[config.mk]
export PLATFORM = sky130hd
export DESIGN_NAME = mem_ctrl
export DESIGN_NICKNAME = d
export VERILOG_FILES = /design/src/rtl/mem_ctrl.sv
export SDC_FILE = /design/constraint.sdc
export NUM_CORES = 1
export LEC_CHECK = 0
export ABC_AREA = 1
export ABC_CLOCK_PERIOD_IN_PS = 1750
export BUFFER_PORTS_ARGS = -buffer_cell sky130_fd_sc_hd__buf_4
export CAP_MARGIN = 25
export CELL_PAD_IN_SITES_DETAIL_PLACEMENT = 0
export CELL_PAD_IN_SITES_GLOBAL_PLACEMENT = 1
export CORE_MARGIN = 8
export CORE_UTILIZATION = 25
export DETAILED_ROUTE_END_ITERATION = 10
export PLACE_DENSITY_LB_ADDON = 0.3
export SYNTH_ARGS = -nofsm -noshare
export SYNTH_HDL_FRONTEND = slang
export SYNTH_SLANG_ARGS = --single-unit
[constraint.sdc]
create_clock -name clk -period 1.75 [get_ports clk]
set_input_delay 0.175 -clock clk [delete_from_list [all_inputs] [get_ports clk]]
set_output_delay 0.175 -clock clk [all_outputs]
set_load 0.02 [all_outputs]
[src/rtl/mem_ctrl.sv]
// -----------------------------------------------------------------------------
// mem_ctrl
//
// Shares one byte-wide RAM port between instruction fetch (IF) and the MEM
// stage's data accesses. The controller takes a 32-bit request with a 4-bit
// byte-lane select and turns it into one RAM cycle per selected byte, visiting
// lanes in ascending address order. Loads are assembled into a word; stores are
// split into bytes. Data requests have fixed priority over fetches, and a
// transaction that has started is never preempted.
//
// Ports
//   clk, rst          rising-edge clock; synchronous active-high reset
//   if_req/if_addr    fetch request and address (always a full word)
//   if_data/if_done   fetched word and its one-cycle completion pulse
//   mem_ce/mem_we     data request strobe and store (1) / load (0) select
//   mem_addr/mem_sel  data address and byte-lane select
//   mem_wdata         store data, already replicated across lanes
//   mem_rdata         load word (unselected lanes read as 0)
//   mem_done          one-cycle completion pulse for the data side
//   busy              high whenever a transaction is in progress
//   ram_a/ram_dout    RAM byte address and write data
//   ram_din           RAM read data, valid one cycle after its address
//   ram_wr            RAM write strobe
// -----------------------------------------------------------------------------
module mem_ctrl #(
   parameter int ADDR_W = 17
) (
   input  logic              clk,
   input  logic              rst,
   input  logic              if_req,
   input  logic [31:0]       if_addr,
   output logic [31:0]       if_data,
   output logic              if_done,
   input  logic              mem_ce,
   input  logic              mem_we,
   input  logic [31:0]       mem_addr,
   input  logic [3:0]        mem_sel,
   input  logic [31:0]       mem_wdata,
   output logic [31:0]       mem_rdata,
   output logic              mem_done,
   output logic              busy,
   output logic [ADDR_W-1:0] ram_a,
   output logic [7:0]        ram_dout,
   input  logic [7:0]        ram_din,
   output logic              ram_wr
);

   typedef enum logic [1:0] {
      S_IDLE,
      S_ACCESS,
      S_WAIT,
      S_DONE
   } state_t;

   state_t state, state_nxt;

   // Grant decision in IDLE (data wins over fetch).
   logic       grant;
   logic [3:0] grant_sel;

   // Transaction context latched at grant time.
   logic              is_fetch;
   logic [ADDR_W-3:0] word_addr;
   logic              we_q;
   logic [31:0]       wdata_q;
   logic [3:0]        pend;        // lanes still to be visited, sel bit order
   logic [31:0]       result;

   // A load address presented last cycle has its byte on ram_din now.
   logic       cap_valid;
   logic [1:0] cap_off;

   // Byte offset being accessed this cycle and the lanes left after it.
   logic [1:0] cur_off;
   logic [3:0] pend_nxt;

   // Byte of a word for a given offset: offset 0 is the most significant byte.
   function automatic logic [7:0] lane_byte(input logic [31:0] word,
                                            input logic [1:0]  off);
      logic [7:0] b;
      case (off)
         2'd0:    b = word[31:24];
         2'd1:    b = word[23:16];
         2'd2:    b = word[15:8];
         default: b = word[7:0];
      endcase
      return b;
   endfunction

   // NOTE: every signal written in an always_comb gets a default first, so no
   // path through the block leaves it unassigned and no latch is inferred.
   always_comb begin
      grant     = mem_ce | if_req;
      grant_sel = mem_ce ? mem_sel : 4'b1111;
   end

   // Lowest pending offset first; sel[3] maps to offset 0.
   always_comb begin
      cur_off = 2'd3;
      casez (pend)
         4'b1???: cur_off = 2'd0;
         4'b01??: cur_off = 2'd1;
         4'b001?: cur_off = 2'd2;
         default: cur_off = 2'd3;
      endcase
      pend_nxt = pend & ~(4'b1000 >> cur_off);
   end

   // ---------------------------------------------------------------- FSM ----
   // NOTE: clocked state uses non-blocking assignments so every register
   // samples the pre-edge values, independent of statement order.
   always_ff @(posedge clk) begin
      if (rst) state <= S_IDLE;
      else     state <= state_nxt;
   end

   always_comb begin
      state_nxt = state;
      case (state)
         S_IDLE: begin
            if (grant) state_nxt = (grant_sel == 4'b0000) ? S_DONE : S_ACCESS;
         end
         S_ACCESS: begin
            if (pend_nxt == 4'b0000) state_nxt = we_q ? S_DONE : S_WAIT;
         end
         S_WAIT:  state_nxt = S_DONE;
         S_DONE:  state_nxt = S_IDLE;
         default: state_nxt = S_IDLE;
      endcase
   end

   always_comb begin
      ram_wr   = 1'b0;
      ram_a    = '0;
      ram_dout = '0;
      if_done  = 1'b0;
      mem_done = 1'b0;
      busy     = (state != S_IDLE);
      case (state)
         S_ACCESS: begin
            ram_a    = {word_addr, cur_off};
            ram_wr   = we_q;
            ram_dout = we_q ? lane_byte(wdata_q, cur_off) : 8'h00;
         end
         S_DONE: begin
            if_done  = is_fetch;
            mem_done = ~is_fetch;
         end
         default: ;
      endcase
   end

   // Only the requester that owns the result register sees it.
   assign if_data   = is_fetch ? result : 32'h0;
   assign mem_rdata = is_fetch ? 32'h0  : result;

   // ----------------------------------------------------------- datapath ----
   always_ff @(posedge clk) begin
      if (rst) begin
         is_fetch  <= 1'b0;
         word_addr <= '0;
         we_q      <= 1'b0;
         wdata_q   <= '0;
         pend      <= '0;
         result    <= '0;
         cap_valid <= 1'b0;
         cap_off   <= '0;
      end else begin
         cap_valid <= 1'b0;
         // ~offset turns offset 0..3 into byte lane 3..0 of the word.
         if (cap_valid) result[{~cap_off, 3'b000} +: 8] <= ram_din;

         case (state)
            S_IDLE: begin
               if (grant) begin
                  is_fetch  <= ~mem_ce;
                  word_addr <= mem_ce ? mem_addr[ADDR_W-1:2] : if_addr[ADDR_W-1:2];
                  we_q      <= mem_ce & mem_we;
                  wdata_q   <= mem_wdata;
                  pend      <= grant_sel;
                  result    <= '0;
               end
            end
            S_ACCESS: begin
               pend      <= pend_nxt;
               cap_valid <= ~we_q;
               cap_off   <= cur_off;
            end
            default: ;
         endcase
      end
   end

endmodule

# ---- Word-level counts from Yosys, hierarchy flattened
# Index checks and enable logic that the tools add are counted.
dict set report classes {
  n_addsub 1
  multipliers 0
  div 0
  order_cmp 0
  n_eq_ne 9
  n_shift 3
  n_mux 23
  bitwise_logic 9
  n_reduce_logical 10
}
# op count
set op_table {}
lappend op_table {{$mux W32} 5}
lappend op_table {{$bwmux W32} 1}
lappend op_table {{$shift A8 B7 Y32 const A} 1}
lappend op_table {{$shiftx A8 B7 Y32} 1}
lappend op_table {{$pmux W8 S3} 1}
lappend op_table {{$mux W17} 1}
lappend op_table {{$mux W8} 2}
lappend op_table {{$mux W15} 1}
lappend op_table {{$logic_not A4 Y1} 2}
lappend op_table {{$mux W4} 2}
lappend op_table {{$pmux W2 S4} 1}
lappend op_table {{$pmux W4 S2} 1}
lappend op_table {{$neg A5 Y7} 1}
lappend op_table {{$eq A2 B1 Y1 const B} 3}
lappend op_table {{$eq A2 B2 Y1 const B} 3}
lappend op_table {{$mux W2} 3}
lappend op_table {{$pmux W2 S3} 1}
lappend op_table {{$reduce_and A2 Y1} 3}
lappend op_table {{$and A4 B4 Y4} 1}
lappend op_table {{$logic_not A2 Y1} 2}
lappend op_table {{$mux W1} 4}
lappend op_table {{$ne A2 B2 Y1 const B} 2}
lappend op_table {{$not A1 Y1} 4}
lappend op_table {{$not A4 Y4} 1}
lappend op_table {{7 further kinds} 8}
dict set report word_totals {
  ff_bits 90
  latch_bits 0
  ram_bits 0
  romBits 0
  input_bits 113
  elab_cells 64
  n_memories 0
}

# ---- Longest topological paths before layout
dict set report logic_depth {
  ltp_word 8
  mapped_depth 10
  mapped_depth_nobuf 10
}

# ---- Least setup slack after synthesis
# Ideal clock, no wire load.
dict set report synth_path {
  path_kind {register to register}
  from {reg cap_off[0]}
  to {reg result[16]}
  t_arrival_ns 1.552
  t_required_ns 1.680
  path_slack_ns 0.129
  stages_incl_launch_ff 8
  path_buffers 1
  synth_period_minus_slack_ns 1.621
  cell_sequence {dfxtp_1 buf_4 inv_1 ha_1 inv_1 nor3_1 nand3_1 a21oi_1}
}
dict set report synth_via {
  elab_chain_len 7
  word_cells_on_any_way 8
}
# item line
set synth_lines {}
lappend synth_lines {{from (decl)} 71} ;# logic [1:0] cap_off;
lappend synth_lines {{from (signal assigned)} 187} ;# cap_off <= cur_off;
lappend synth_lines {{$not A2 Y2 (*)} 171} ;# if (cap_valid) result[{~cap_off, 3'b000} +: 8] <= ram_din;
lappend synth_lines {{$neg A5 Y7 (*)} 171}
lappend synth_lines {{$shiftx A8 B7 Y32 or $shift A8 B7 Y32 (tied branches)} 171}
lappend synth_lines {{$bwmux W32 (*)} 171}
lappend synth_lines {{$mux W32 (*)} 171}
lappend synth_lines {{$mux W32} 175} ;# if (grant) begin
lappend synth_lines {{$mux W32 (*)} 173} ;# case (state)
lappend synth_lines {{to (signal, indexed assignment)} 171}
lappend synth_lines {{to (decl)} 67} ;# logic [31:0] result;
# Mark *: on every way between the ends. The rest lies on a longest branch, timed or not.
# A chain may end at the register's enable or synchronous reset.

# ---- Worst setup path in the final report
dict set report layout_path {
  from {reg state[1]}
  to {out ram_dout[3]}
}
dict set report layout_via {
  elab_chain_len 2
}
# item line
set layout_lines {}
lappend layout_lines {{from (decl)} 55} ;# state_t state, state_nxt;
lappend layout_lines {{from (signal assigned)} 114} ;# else state <= state_nxt;
lappend layout_lines {{$eq A2 B1 Y1} 139} ;# case (state)
lappend layout_lines {{$mux W8} 139}
lappend layout_lines {{to (decl)} 43} ;# output logic [7:0] ram_dout,
# No other way between the ends.

==> out/qor.csv <==
stage,metric,value,unit
global_routing,GR Util met1,16.4,%
synth,post-synthesis adder-cell area fraction,2.22,%
cts,CTS tree,yes,
layout,final core utilization,36.6,%
power,VDD IR max,604,uV
cts,Clock Tree Root,clkbuf_16,
global_routing,GRT Overall Usage,13.1,%
cts,CTS H-Tree Depth,3,
setup_path,CP max-delay cell,dfxtp_2,
global_routing,gr ovfl total,0,
sta,unrepaired setup endpoints after global routing,true,
sta,final critical-path share of the clock period,96.6,%
synth,top post-synthesis cells by area,"dfxtp_1, nand2_1, nor2_1, inv_1, o21ai_0",
synth,synth unique cells,26,
placement,Placer Congestion,0.719,
power,Leak,3.29,nW
synth,"Cell Area, Synth",0.00450,mm2
global_routing,initial antenna violation count,0,
sta,worst slew pin tran,418,ps
synth,synth warn,0,
sta,final hold vios,0,
setup_path,Startpoint Class,register,
drt,vias per cell,4.26,
layout,most frequent cells in the layout,"buf_4, nand2_1, nor2_1",
global_routing,most used routing layer,met2,
layout,synthesis-to-finish area growth,44.9,%
synth,post-synthesis compound-gate area fraction,16.4,%
setup_path,crit end category,output pin,
worst_hold_path,Hold Path Depth,3,
drt,1st-pass router iterations,4,
setup_path,Crit path max-delay family,flip-flops,
drt,via count,4651,
sta,setup violators final,0,
cts,clk_lat worst skew,340,ps
synth,Synth top area share,40.0,%
layout,nets,980,
flow_run,Max Cap Viol,0,
synth,xor and xnor area share after synthesis,0,%
drt,drt wl/cell,13.7,um
synth,Mean Syn Cell Area,6.55,um2
global_routing,pin count of the biggest net entering global routing,64,
setup_path,CP arrival,1520,ps
setup_path,Worst EP required,1570,ps
synth,largest family of logic cells by synthesized area,simple AND/OR/NAND/NOR gates,
synth,Synth area leader,dfxtp_1,
floorplan,Die W,150,um
sta,setup TNS,0,ps
setup_path,Crit Path Class,reg -> out,
setup_path,Crit. path cell count,7,
drt,DRC viols,0,
synth,sequential fraction of the synthesis area,40.0,%
synth,commonest register cell after synthesis,dfxtp_1,
floorplan,chip height,150,um
cts,total CTS buffers,9,
setup_path,CP Cell Sequence,inv_2 -> ha_4 -> nand2_4 -> clkinv_4 -> o21ai_1 -> a31oi_2 -> buf_4,
synth,async set-reset flop share out of synthesis,0,%
layout,layout cells sized above 1,28.8,%
outcome,status,"finished, final reports clean",
drt,Post-Route WL,15000,um
worst_hold_path,min-delay worst type,in -> reg,
global_routing,global-route wire length before repair,23300,um
floorplan,# IOs,206,
layout,"commonest non-fill, non-tap cell in the layout",buf_4,
floorplan,Initial Utilization,25.2,%
cts,CTS clock-pin slew for the worst setup and hold paths,70,ps
synth,Mapped Nets,808,
setup_path,CP Buf/Inv Count,3,
sta,FMAX,592,MHz
sta,Slew HR,72.0,%
floorplan,core area,0.0178,mm2
placement,IO buf count,171,
sta,crit path time final,1690,ps
placement,Final HPWL DP,10900,um
layout,Ant. Diodes,0,
sta,hold slack,45.3,ps
synth,Post-Syn Instances,687,
drt,post-route ant nets,0,
sta,max-slew violations,0,
cts,CTS Buffer Depth,2,
power,Power Density,1320,mW/mm2
synth,mux cell area share after synthesis,0,%
setup_path,R2R Setup Slk,140,ps
synth,number of synthesized flops with an enable pin,0,
cts,Clock Sinks,90,
floorplan,cell row count,49,
synth,#FFs+latches synth,90,
global_routing,vias in the first global route,4495,
placement,dpl cells,1067,
floorplan,DIE AREA,0.0226,mm2
layout,final non-filler cell total,1093,
synth,post-synthesis simple-gate area fraction,28.5,%
setup_path,R2R cell count,8,
sta,skew final,5.77,ps
setup_path,critical path's largest stage delay,340,ps
global_routing,GR Util met2,21.3,%
drt,DR iter-0 viols,283,
global_routing,met3 Resource Use GR,3.61,%
setup_path,Worst Path Max Fanout,5,
==> routing by layer <==
| metal | wire [um] | vias up |
|---|---|---|
| li1 | - | 2497 |
| met3 | 1060 | 11 |
| met5 | 0 | - |
| met4 | 180 | 0 |
| met2 | 6830 | 120 |
| met1 | 6910 | 2023 |
==> cell families after synthesis <==
family | after synthesis
simple gates | 314
buf+inv | 141
compound gates | 134
flops | 90
fa+ha+maj | 8
==> what timing repair did <==
| item | CTS | global route |
|---|---|---|
| buffers inserted | 3 | 5 |
| cloned | 2 | 0 |
| gates resized for setup | 27 | 16 |
| hold buffers | 0 | 0 |
| pin swaps | 6 | 3 |
| endpoints found under the setup margin | 10 | 11 |
==> state kept, by name (all words and copies together), names as in the netlist <==
name and flops:
we_q 1, result 32, state 2, word_addr 15, cap_off 2, is_fetch 1
wdata_q 32, pend 4, cap_valid 1
==> worst register-to-register path, delay by kind of cell (launching register included) <==
family / cells / cell delay, ps
and+or+nand+nor: 1 / 160
adders and majority gates: 1 / 210
buffers and inverters: 4 / 540
AOI/OAI and AO/OA: 2 / 290
DFF: 1 / 340
==> Yosys cell counts, drive strengths merged (8+ instances only) <==
| library cell | n |
|---|---|
| dfxtp | 90 |
| nor2 | 139 |
| nand3 | 19 |
| inv | 106 |
| a21oi | 31 |
| buf | 22 |
| nand2 | 146 |
| nor3 | 9 |
| ha | 8 |
| o21ai | 64 |
| clkbuf | 12 |
| a22oi | 11 |
| a31oi | 28 |
==> stage by stage <==
| step | cell area, um2 | setup slack (ps) | power (mW) |
|---|---|---|---|
| 3_5_place_dp | 6060 | 124 | 6.46 |
| 5_1_grt | 6520 | -44.6 | 9.26 |
| 6_report | 6520 | 59.9 | 8.59 |
| 3_3_place_gp | 6060 | 170 | 6.45 |
| 2_1_floorplan | 4500 | 129 | 5.24 |
| 4_1_cts | 6450 | 0.174 | 8.60 |
==> layout make-up <==
cell class / instances / area (um2)
multi-input combinational: 457 / 2190
sequential: 90 / 1810
clock buffer: 9 / 225
timing repair inverter: 1 / 6.26
tap: 229 / 287
inverter: 107 / 415
timing repair buffer: 193 / 1530
clock inverter: 7 / 53.8
fill: 1972 / 11300
==> worst paths after layout <==
check                                    from      endpoint
worst max-delay path                 state[1]   ram_dout[3]
worst min-delay path            mem_wdata[12]   wdata_q[12]
worst max register to register       state[1]  word_addr[0]
worst min register to register     result[30]    result[30]
==> power breakdown <==
| group | total (mW) | switching (mW) | internal, mW | leakage (nW) |
|---|---|---|---|---|
| Combinational | 3.77 | 2.36 | 1.41 | 2.41 |
| Sequential | 2.98 | 0.368 | 2.61 | 0.742 |
| Clock | 1.85 | 0.869 | 0.976 | 0.140 |
| Total | 8.59 | 3.60 | 4.99 | 3.29 |
Power figures use the tool's default switching activity.
